==> src/rtl/cell_hist_acc.sv <==
// cell_hist_acc: per-cell 9-bin orientation histogram accumulator.
// Pixels (bin code, magnitude) are summed into the accumulate bank while the
// other bank drains the previous cell as a 9-beat valid/ready stream.
// Banks are zeroed beat-by-beat as they drain, so a bank re-enters the
// accumulate role already clear.
module cell_hist_acc #(
  parameter int MAG_W = 9,
  parameter int SUM_W = MAG_W + 6,
  parameter int NBIN  = 9
) (
  input  logic             clk,
  input  logic             rst,
  input  logic             i_valid,
  input  logic [3:0]       i_code,
  input  logic [MAG_W-1:0] i_mag,
  input  logic             i_last,
  output logic             o_valid,
  input  logic             o_ready,
  output logic [3:0]       o_bin,
  output logic [SUM_W-1:0] o_sum,
  output logic             o_last,
  output logic             o_ovf,
  output logic             o_err
);

  localparam logic [0:0] ST_IDLE  = 1'b0;
  localparam logic [0:0] ST_DRAIN = 1'b1;
  localparam logic [3:0] LAST_IDX = 4'(NBIN - 1);
  localparam logic [3:0] MAX_CODE = 4'(NBIN - 1);

  // drain FSM and bank select
  logic [0:0] state_reg, state_next;
  logic [3:0] idx_reg, idx_next;
  logic       acc_sel_reg, acc_sel_next;

  // registered event pulses
  logic       ovf_reg, ovf_next;
  logic       err_reg, err_next;

  // cycle-level events
  logic       draining;
  logic       swap;
  logic       drop;
  logic       pix_ok;
  logic       beat_done;

  // both banks, flattened as [bank][bin]
  logic [1:0][NBIN-1:0][SUM_W-1:0] bank_q;
  logic [SUM_W-1:0]                drain_sum;

  // Decode the events of this cycle. i_last while draining drops the new
  // cell instead of swapping, so the running drain is never disturbed.
  always_comb begin
    draining  = (state_reg == ST_DRAIN);
    swap      = i_last && !draining;
    drop      = i_last && draining;
    pix_ok    = i_valid && (i_code <= MAX_CODE);
    beat_done = draining && o_ready;
  end

  // Next-state for the drain FSM, beat index and bank select
  always_comb begin
    state_next   = state_reg;
    idx_next     = idx_reg;
    acc_sel_next = acc_sel_reg;
    if (!draining) begin
      if (i_last) begin
        state_next   = ST_DRAIN;
        idx_next     = 4'd0;
        acc_sel_next = ~acc_sel_reg;
      end
    end else if (o_ready) begin
      if (idx_reg == LAST_IDX) begin
        state_next = ST_IDLE;
      end else begin
        idx_next = idx_reg + 4'd1;
      end
    end
  end

  // Next values for the one-cycle status pulses
  always_comb begin
    ovf_next = drop;
    err_next = i_valid && (i_code > MAX_CODE);
  end

  // Register FSM, bank select and status pulses
  always_ff @(posedge clk) begin
    if (!rst) begin
      state_reg   <= ST_IDLE;
      idx_reg     <= 4'd0;
      acc_sel_reg <= 1'b0;
      ovf_reg     <= 1'b0;
      err_reg     <= 1'b0;
    end else begin
      state_reg   <= state_next;
      idx_reg     <= idx_next;
      acc_sel_reg <= acc_sel_next;
      ovf_reg     <= ovf_next;
      err_reg     <= err_next;
    end
  end

  // One register per (bank, bin). A pixel arriving with i_last belongs to the
  // new cell, so the accumulate role is judged with acc_sel_next.
  genvar gb, gi;
  generate
    for (gb = 0; gb < 2; gb++) begin : g_bank
      for (gi = 0; gi < NBIN; gi++) begin : g_bin
        logic [SUM_W-1:0] cell_reg, cell_next;
        logic [SUM_W:0]   sum_wide;
        logic             hit;
        logic             is_acc;

        // Saturating accumulate, clear-on-drop, or clear-on-drain-beat
        always_comb begin
          hit       = pix_ok && (i_code == 4'(gi));
          is_acc    = (acc_sel_next == 1'(gb));
          sum_wide  = {1'b0, cell_reg} + {{(SUM_W + 1 - MAG_W){1'b0}}, i_mag};
          cell_next = cell_reg;
          if (is_acc) begin
            if (drop) begin
              cell_next = hit ? SUM_W'(i_mag) : '0;
            end else if (hit) begin
              cell_next = sum_wide[SUM_W] ? '1 : sum_wide[SUM_W-1:0];
            end
          end else if (beat_done && (idx_reg == 4'(gi))) begin
            cell_next = '0;
          end
        end

        // Bank cell storage; reset discards both banks
        always_ff @(posedge clk) begin
          if (!rst) begin
            cell_reg <= '0;
          end else begin
            cell_reg <= cell_next;
          end
        end

        assign bank_q[gb][gi] = cell_reg;
      end
    end
  endgenerate

  // Select the current drain beat from the drain bank by beat index
  always_comb begin
    drain_sum = '0;
    for (int i = 0; i < NBIN; i++) begin
      if (idx_reg == 4'(i)) begin
        drain_sum = bank_q[~acc_sel_reg][i];
      end
    end
  end

  // Outputs are driven purely from registers; idle beats read as zero
  assign o_valid = (state_reg == ST_DRAIN);
  assign o_bin   = o_valid ? idx_reg : 4'd0;
  assign o_sum   = o_valid ? drain_sum : '0;
  assign o_last  = o_valid && (idx_reg == LAST_IDX);
  assign o_ovf   = ovf_reg;
  assign o_err   = err_reg;

endmodule

==> config.mk <==
export PLATFORM = sky130hd
export DESIGN_NAME = cell_hist_acc
export DESIGN_NICKNAME = d
export VERILOG_FILES = /design/src/rtl/cell_hist_acc.sv
export SDC_FILE = /design/constraint.sdc
export NUM_CORES = 1
export LEC_CHECK = 0
export ABC_AREA = 1
export BUFFER_PORTS_ARGS = -buffer_cell sky130_fd_sc_hd__clkbuf_2
export CORE_ASPECT_RATIO = 0.5
export CORE_UTILIZATION = 30
export CTS_CLUSTER_SIZE = 12
export DETAILED_ROUTE_END_ITERATION = 10
export GPL_TIMING_DRIVEN = 0
export MAX_ROUTING_LAYER = met4
export SYNTH_ARGS = -nofsm -noshare
export SYNTH_HDL_FRONTEND = slang
export SYNTH_SLANG_ARGS = --single-unit
==> constraint.sdc <==
create_clock -name clk -period 3.27 [get_ports clk]
set_input_delay 0.654 -clock clk [delete_from_list [all_inputs] [get_ports clk]]
set_output_delay 0.654 -clock clk [all_outputs]
set_load 0.02 [all_outputs]
# Yosys cells after proc, flatten, opt, wreduce, memory -nomap -nowiden
# Cells that the tools add are included.
[totals] reg_bits=278 inputBits=18 output_inout_bits=23 wordCells=258
[classes] add_sub_neg=19 order_cmp=3 eq_ne=36 n_mux=113 n_bitwise=1 reduce_logical=63
[ops] operator="2-to-1 mux 15 bit" n=91
[ops] operator="adder 15 x 9 -> 16 bit" n=18
[ops] operator="2-to-1 mux 135 bit" n=2
[ops] operator="2-to-1 mux 9 bit" n=9
[ops] operator="AND reduction 2 bit" n=18
[ops] operator="equality test 4 x 3 -> 1 bit (second input constant)" n=8
[ops] operator="!= test 3 x 1 -> 1 bit (second input constant)" n=9
[ops] operator="nonzero test 3 bit" n=9
[ops] operator="logical AND 1 bit" n=23
[ops] operator="2-to-1 mux 4 bit" n=5
[ops] operator="nonzero test 2 bit" n=10
[ops] operator="!= test 2 x 1 -> 1 bit (second input constant)" n=9
[ops] operator="equality test 4 x 2 -> 1 bit (second input constant)" n=4
[ops] operator="equality test 4 x 1 -> 1 bit (second input constant)" n=2
[ops] operator="equality test 4 bit (second input constant)" n=2
[ops] operator="logical NOT 4 bit" n=2
[ops] operator="2-to-1 mux 1 bit" n=6
[ops] operator="adder 4 x 1 -> 4 bit (second input constant)" n=1
[ops] operator="greater-than comparator 4 bit (second input constant)" n=1
[ops] operator="less-or-equal comparator 4 bit (second input constant)" n=1
[ops] operator="!= test 2 bit (second input constant)" n=2
[ops] operator="AND reduction 3 bit" n=1
[ops] operator="< comparator 1 x 2 -> 1 bit (second input constant)" n=1
[ops] operator="NOT 1 bit" n=1

# Logic depth before layout (Yosys ltp)
# Gate-level depths: netlist (run 1).
[logic_depth] depth_word=13 mapped_depth=14 depth_no_buf=13

# Least setup slack after synthesis (run 1)
# OpenSTA, ideal clock, no wires.
[synth_timing] kind="register -> output" from="reg acc_sel_reg" to="out o_sum[7]" arrival_ps=1951 required_time_ps=2616 slack_ps=665 stages_incl_launch_ff=12 path_cell_list="dfxtp_1 buf_2 inv_1 buf_2 buf_1 buf_1 nand2_1 nand2_1 a21oi_1 nand2_1 nand2_1 a21oi_1"
[synth_between] elab_chain_cells=12
[synth_rtl] item="from (decl)" line="34" rtl="logic acc_sel_reg, acc_sel_next;"
[synth_rtl] item="from (signal assigned)" line="98" rtl="acc_sel_reg <= acc_sel_next;"
[synth_rtl] item="2-to-1 mux 135 bit (not written as such) (*) (2 in a row)" line="151" rtl="drain_sum = bank_q[~acc_sel_reg][i];"
[synth_rtl] item="2-to-1 mux 15 bit (8 in a row)" line="150" rtl="if (idx_reg == 4'(i)) begin"
[synth_rtl] item="2-to-1 mux 15 bit (*)" line="150"
[synth_rtl] item="2-to-1 mux 15 bit (*)" line="159" rtl="assign o_sum = o_valid ? drain_sum : '0;"
[synth_rtl] item="to (decl)" line="20" rtl="output logic [SUM_W-1:0] o_sum,"
# Every way passes the cells marked *; elsewhere a longest branch is shown, timed or not. The select of a mux whose other input is x is not followed.

# Worst setup path in the final report (run 1)
[layout_timing] from="reg idx_reg[1]" to="out o_sum[12]"
[layout_between] elab_chain_cells=11 elab_cells_between_ends=19
[layout_rtl] item="from (decl)" line="33" rtl="logic [3:0] idx_reg, idx_next;"
[layout_rtl] item="from (signal assigned)" line="97" rtl="idx_reg <= idx_next;"
[layout_rtl] item="logical NOT 4 bit" line="150"
[layout_rtl] item="2-to-1 mux 15 bit (8 in a row)" line="150"
[layout_rtl] item="2-to-1 mux 15 bit (*)" line="150"
[layout_rtl] item="2-to-1 mux 15 bit (*)" line="159"
# Every way passes the cells marked *; elsewhere a longest branch is shown, timed or not.

==> results of run 1 <==
## critical path: stages (launching register included)
cell and delay (ns):
dfxtp_4 0.40, inv_4 0.06, ha_4 0.18, nand2_4 0.10
clkinvlp_4 0.21, clkbuf_16 0.23, buf_8 0.14, a31oi_1 0.14
nand2_1 0.10, nand2_2 0.11, nand2_2 0.09, nand2_2 0.10
a21oi_1 0.07, buf_4 0.18
## layer usage
layer | track usage | vias up
met5 | - | -
met4 | 0.0976 | 0
met3 | 0.0520 | 242
met2 | 0.384 | 1601
met1 | 0.375 | 15300
li1 | - | 15900
## placed cells by master (no fill, tap or decap), types with 29 or more instances in the layout
cell type / netlist / layout
nand2_1: 1763 / 1690
nand3_1: 523 / 514
inv_1: 488 / 480
nor3_1: 37 / 36
nor2_1: 365 / 353
o21ai_0: 177 / 155
nand2_2: 2 / 59
o21bai_1: 103 / 103
clkbuf_16: 0 / 39
clkbuf_8: 0 / 31
a21oi_1: 423 / 408
clkbuf_2: 0 / 34
xnor2_1: 46 / 46
ha_1: 166 / 162
nand4_1: 71 / 71
dfxtp_1: 278 / 274
xor2_1: 29 / 29
clkbuf_1: 129 / 99
## power by group
part | switching [µW] | internal [µW] | leakage, µW
logic | 2190 | 872 | 0.0118
registers | 98.6 | 3480 | 0.00225
clock network | 1810 | 2280 | 0.000548
total | 4100 | 6630 | 0.0146
## what timing repair did
| item | in CTS | in global routing |
|---|---|---|
| setup endpoints to repair | 44 | 103 |
| cloned | 4 | 0 |
| gates resized for setup | 345 | 75 |
| pin swaps | 34 | 21 |
| setup buffers | 15 | 9 |
## cell families (layout without fill, tap and decap cells)
family | count (synthesis) | in the layout | synth area share
DFF | 278 | 278 | 0.206
adders and majority gates | 184 | 184 | 0.0901
buffers and inverters | 649 | 779 | 0.0909
other | 0 | 2 | 0
and+or+nand+nor | 2796 | 2797 | 0.424
AOI/OAI and AO/OA | 799 | 799 | 0.164
xor gates and xnor gates | 76 | 76 | 0.0249
## through the flow
stage	util	power [µW]	area, µm²	hold WS (ns)
finish	0.355	10700	31600	0.411
global route	0.355	11100	31600	0.388
CTS	0.352	10600	31300	0.383
detailed placement	0.324	6410	28800	0.457
global placement	0.323	6380	28700	0.450
floorplan	-	5350	27100	0.440
## worst max path at each step
stage                      startpoint                             end  slack, ns  depth (start not counted)
after global routing       idx_reg[1]                       o_sum[12]      -0.14                         13
after CTS                 acc_sel_reg                       o_sum[11]      -0.18                         13
final                      idx_reg[1]                       o_sum[12]      -0.09                         13
after global placement       i_mag[1]  g_bank[1].g_bin[8].cell_reg[2]      -0.73                          8
after detailed placement  acc_sel_reg                        o_sum[9]      -0.70                          9
after floorplan           acc_sel_reg                        o_sum[7]       0.66                         11
## layout make-up
class | instances | area (µm²)
Fill cell | 9919 | 57300
Multi-Input combinational cell | 3856 | 19900
Buffer | 159 | 971
Inverter | 488 | 1850
Clock inverter | 6 | 35.0
Timing Repair Buffer | 70 | 673
Antenna cell | 2 | 5.00
Tap cell | 1185 | 1480
Clock buffer | 56 | 1090
Sequential cell | 278 | 5580
==> summary.txt, run 1 <==
Run status
  • Status: finished, violations left
  • Failing checks: negative setup slack

Run
  • Max-Cap Viols: 0

Drt
  • DR top layer: met4
  • Antenna viol nets, final: 0
  • Final WL: roughly 120 mm
  • Routed length on met2: between 40 and 50 mm
  • Post-route DRC: 0
  • DR WL/cell: between 20 and 25 µm
  • M1 wire length: 54.8 mm
  • Via count: roughly 33000
  • Met3 Wirelength: about 13 mm
  • Initial DRT Pass Iterations: 6
  • Initial DRC Count: 3982
  • Vias per inst: about 5.4

Global routing
  • GRT Total Usage: 0.270
  • Grt ovf: 0
  • Vias in the first global route: approximately 30000
  • Antenna violations before repair: 5
  • First-pass GRT wire length: 184 mm
  • Largest net degree at the start of global routing: 26

Min path
  • Cell count of the worst hold path: 3
  • Worst Hold Class: in2reg
  • Hold_sp: i_valid
  • WHS Endpoint: o_err

Floorplanning
  • Die Wd: around 430 µm
  • Core ar.: 0.0888 mm²
  • Initial Util: 0.305
  • Chip height: around 210 µm
  • Die area: about 0.091 mm²
  • IO Count: 41
  • Cell row count: 77

Place
  • Cell total after placement: approximately 6000
  • I/O Buffers: 40
  • HPWL after DPL: approximately 91 mm
  • Global placement routability congestion: 1.02
  • Pre-CTS WS: -0.703 ns

STA
  • Final Hold Viols: 0
  • Slew Viols, Final: 0
  • Fin crit period: roughly 3.4 ns
  • Worst slew pin tran: approximately 1.4 ns
  • Max_slew headroom: 0.0847
  • Period utilisation layout: 1.03
  • Worst clock skew: about 0.026 ns
  • Endpoints failing setup: 13
  • Fmax: slightly below 0.3 GHz
  • Worst Slack Setup Final: -0.0937 ns
  • Unrepaired setup endpoints after global routing: yes
  • Setup tns final: -0.734 ns

Setup path
  • Worst Path Arrival: 2.71 ns
  • R2R cell count: 9
  • CP required: roughly 2.6 ns
  • CP Class: reg2out
  • R2R Setup Slk: approximately 0.020 ns
  • Crit end category: output port
  • Startpoint Class: register
  • Crit path max fanout: 6
  • Reg2reg end: g_bank[1].g_bin[1].cell_reg[1]
  • Crit Reg-Reg Startpoint: o_valid

Power
  • Pleak: between 0.01 and 0.015 µW
  • Pwr/cell area: between 300 and 400 mW/mm²
  • IR drop worst, VDD: approximately 0.26 mV

Logic synthesis
  • Share of the synthesized area in the top cell type: 0.245
  • Post-synth top cells: nand2_1 (1763), nand3_1 (523), inv_1 (488), a21oi_1 (423), nor2_1 (365)
  • Yosys warning count: 0
  • Yosys reg bits: between 200 and 300
  • Synth async-reset ratio: 0
  • Ranking of synthesized cells by area: nand2_1 (24%), dfxtp_1 (21%), nand3_1 (9.7%), a21oi_1 (7.8%), ha_1 (7.7%)
  • Top-count cell post-synth: nand2_1
  • Synth Area per Inst: 5.66 µm²
  • Leading area contributor after synthesis: nand2_1
  • EDFF count, synth: 0
  • Mapped Cells: ~4800
  • Distinct cell type count after synthesis: 36
  • Post-synth top flop: dfxtp_1
  • Mapped Area: about 0.027 mm²
  • Register area share after synthesis: 0.206
  • Mapped Nets: between 4000 and 5000

Cells and area
  • Area delta synth->final: 16.7%
  • Fin cells: 6100
  • Nets: between 5000 and 6000
  • Largest register FFs: 270
  • Layout cells sized above 1: 0.0747

Clocking
  • Cts bufs inserted: 37
  • Hold buffers post-CTS: 0
  • # H-tree levels: 2
  • CTS Root Cell: clkbuf_16
  • Longest Clk Path Bufs: 3
  • CTS tree: done
  • Clk_lat worst skew: ~0.59 ns
  • Clock transition at path regs: around 0.060 ns
  • Clock Sinks: 278
(Power assumes the default switching activity.)
==> inputs of run 2 (changes only) <==
Settings changed: PLACE_DENSITY from default to 0.52.
==> run 2 against run 1 <==
Net effect:
- worst setup slack worse by 0.015 ns
- final cell count about the same
- power rose by 5.2%
- worst hold slack got worse by 0.0098 ns
- the run still ends with negative setup slack left
- highest routed layer unchanged
- register-to-register slack worse by 0.08 ns
- fmax is 0.45% lower
- combinational power increased by 2%
- flip-flop and latch count unchanged
- clock power rose by 12%
- design area is 1.1% higher
==> summary.txt, run 2 (synthesis gave the netlist of run 1 again) <==
Run status
  • Status: finished, violations left
  • Failing checks: negative setup slack

STA
  • Max_slew headroom: 0.114 (+0.0297)
  • Worst slew pin tran: 1.33 ns (-0.0446 ns)
  • Worst clock skew: 0.0216 ns (-0.00395 ns)
  • Final Hold Viols: 0 (unchanged)
  • Slew Viols, Final: 0 (unchanged)
  • Fin crit period: 3.38 ns (+0.0153 ns)
  • Hold Slack: 0.401 ns (-0.00985 ns)
  • Setup tns final: -0.840 ns (-0.106 ns)
  • Unrepaired setup endpoints after global routing: yes
  • Fmax: 0.296 GHz (-0.45%)
  • Period utilisation layout: 1.03 (+0.00468)
  • Endpoints failing setup: 18 (+5)
  • Worst Slack Setup Final: -0.109 ns (-0.0153 ns)

Setup path
  • Startpoint Class: register
  • Worst Path Arrival: 2.72 ns (about the same)
  • Crit end category: output port
  • CP required: 2.62 ns (about the same)
  • Crit path max fanout: 5 (-1)
  • CP Class: reg2out

Power
  • Clock group share of total power: 0.406 (+0.025)
  • Final Power: 11300 µW (+5.2%)
  • Combinational Power Share: 0.277 (-0.008)
  • P_sw: 4260 µW (+3.9%)
  • Net Sw Frac: 0.377 (-0.00469)
  • Int Pwr: 7030 µW (+6.0%)
  • Pleak: 0.0147 µW (+0.74%)
  • Part of the power in registers: 0.317 (-0.016)
  • Pwr/cell area: 354 mW/mm² (+4.0%)
  • IR drop worst, VDD: 0.287 mV (+10%)

Clocking
  • Cts bufs inserted: 37 (unchanged)
  • CTS Root Cell: clkbuf_16
  • CTS tree: done
  • Longest Clk Path Bufs: 3 (unchanged)
  • Hold buffers post-CTS: 0 (unchanged)
  • Clock transition at path regs: 0.06 ns (about the same)
  • Clock Sinks: 278 (unchanged)
  • # H-tree levels: 2 (unchanged)
  • Clk_lat worst skew: 0.60 ns (about the same)

Floorplanning
  • IO Count: 41 (unchanged)
  • Die Wd: 427 µm (unchanged)
  • Initial Util: 0.305 (unchanged)
  • Chip height: 214 µm (unchanged)
  • Core ar.: 0.0888 mm² (unchanged)
  • Cell row count: 77 (unchanged)
  • Die area: 0.0914 mm² (unchanged)

Cells and area
  • Area of the multi-input gates: 0.0201 mm² (+0.87%)
  • Layout cells sized above 1: 0.0831 (+0.00841)
  • Nets: 5083 (-0.18%)
  • Most frequent cells in the layout: nand2_1 (1677), nand3_1 (513), inv_1 (479)
  • Largest register FFs: 270 (unchanged)
  • Register area: 0.00558 mm² (about the same)
  • Commonest non-fill, non-tap cell in the layout: nand2_1
  • Filler cells: 9918 (-0.010%)
  • Area delta synth->final: 18.0%

Place
  • I/O Buffers: 40 (unchanged)
  • Global placement routability congestion: 1.06 (+3.6%)
  • Pre-CTS WS: -1.01 ns (-0.307 ns)
  • HPWL after DPL: 94.8 mm (+3.9%)

Drt
  • Antenna viol nets, final: 0 (unchanged)
  • Vias per inst: 5.37 (-0.69%)
  • Final WL: 126 mm (+2.6%)
  • Via count: 32800 (-0.59%)
  • DR WL/cell: 20.7 µm (+2.5%)
  • Initial DRT Pass Iterations: 6 (unchanged)
  • Initial DRC Count: 3371 (-15%)
  • Post-route DRC: 0 (unchanged)

Min path
  • Worst Hold Class: in2reg

Global routing
  • Antenna violations before repair: 10 (+5)
  • Grt ovf: 0 (unchanged)
  • GRT Total Usage: 0.278 (+0.00835)
  • First-pass GRT wire length: 187 mm (+2.0%)
  • Largest net degree at the start of global routing: 26 (unchanged)
  • Vias in the first global route: 30000 (-0.30%)

Run
  • Max-Cap Viols: 0 (unchanged)
-- run 2: changes by cell type in the layout (fill, tap and decap cells not counted), sizes merged --
cell / change
buf: -5
bufinv: +4
diode: +10
clkbuf: -15
bufbuf: +1
inv: +2
clkdlybuf4s15: +1
clkinv: +8
-- run 2: path summary, 6_finish.rpt --
path | from | to | slack [ns] | depth (start not counted)
setup / recovery | idx_reg[0] | o_sum[8] | -0.11 | 13
hold / removal | i_last | o_valid | 0.40 | 3
setup reg to reg | o_valid | g_bank[0].g_bin[4].cell_reg[1] | -0.06 | 7
hold reg to reg | g_bank[1].g_bin[8].cell_reg[13] | g_bank[1].g_bin[8].cell_reg[13] | 0.47 | 2
-- run 2: per-layer routing --
| metal | wire [µm] | track usage | share of wire |
|---|---|---|---|
| met1 | 58100 | 0.398 | 0.46 |
| met3 | 13000 | 0.0486 | 0.10 |
| met2 | 51700 | 0.394 | 0.41 |
| met5 | 0 | - | 0 |
| met4 | 3430 | 0.0808 | 0.027 |
-- run 2: critical path: stages, from the launching register on --
cell        delay (ns)
dfxtp_4           0.37
buf_12            0.12
inv_8             0.04
ha_4              0.18
nand2_4           0.11
clkinvlp_4        0.13
buf_6             0.16
clkbuf_16         0.16
a31oi_4           0.17
nand2_2           0.13
nand2_2           0.11
nand2_2           0.08
a21oi_2           0.18
clkbuf_8          0.18
-- run 2: cell type report --
cell class | count | share of cell area
tap | 1185 | 0.0464
timing repair buffer | 60 | 0.0189
buffer | 160 | 0.0314
clock inverter | 20 | 0.00690
multi-input combinational | 3856 | 0.628
inverter | 488 | 0.0585
sequential | 278 | 0.175
antenna | 12 | 0.000941
clock buffer | 47 | 0.0337
-- run 2: power groups by stage --
| stage | clock (µW) | sequential [µW] | combinational (µW) |
|---|---|---|---|
| floorplan | 0 | 3620 | 1740 |
| global route | 4750 | 3590 | 3350 |
| global placement | 0 | 3650 | 2770 |
| finish | 4580 | 3580 | 3130 |
| CTS | 4620 | 3580 | 2960 |
| detailed placement | 0 | 3650 | 2780 |
-- run 2: repair_timing --
item                       CTS  global route
setup buffers                7             7
setup endpoints to repair   25            82
pin swaps                   35            52
cloned                       5             1
resized for setup          360           130
-- run 2: metrics by stage --
step	util	area [µm²]	cells
finish	0.359	31900	6106
global route	0.359	31900	6101
CTS	0.353	31400	6086
detailed placement	0.324	28800	6008
global placement	0.323	28700	6007
floorplan	-	27100	4782
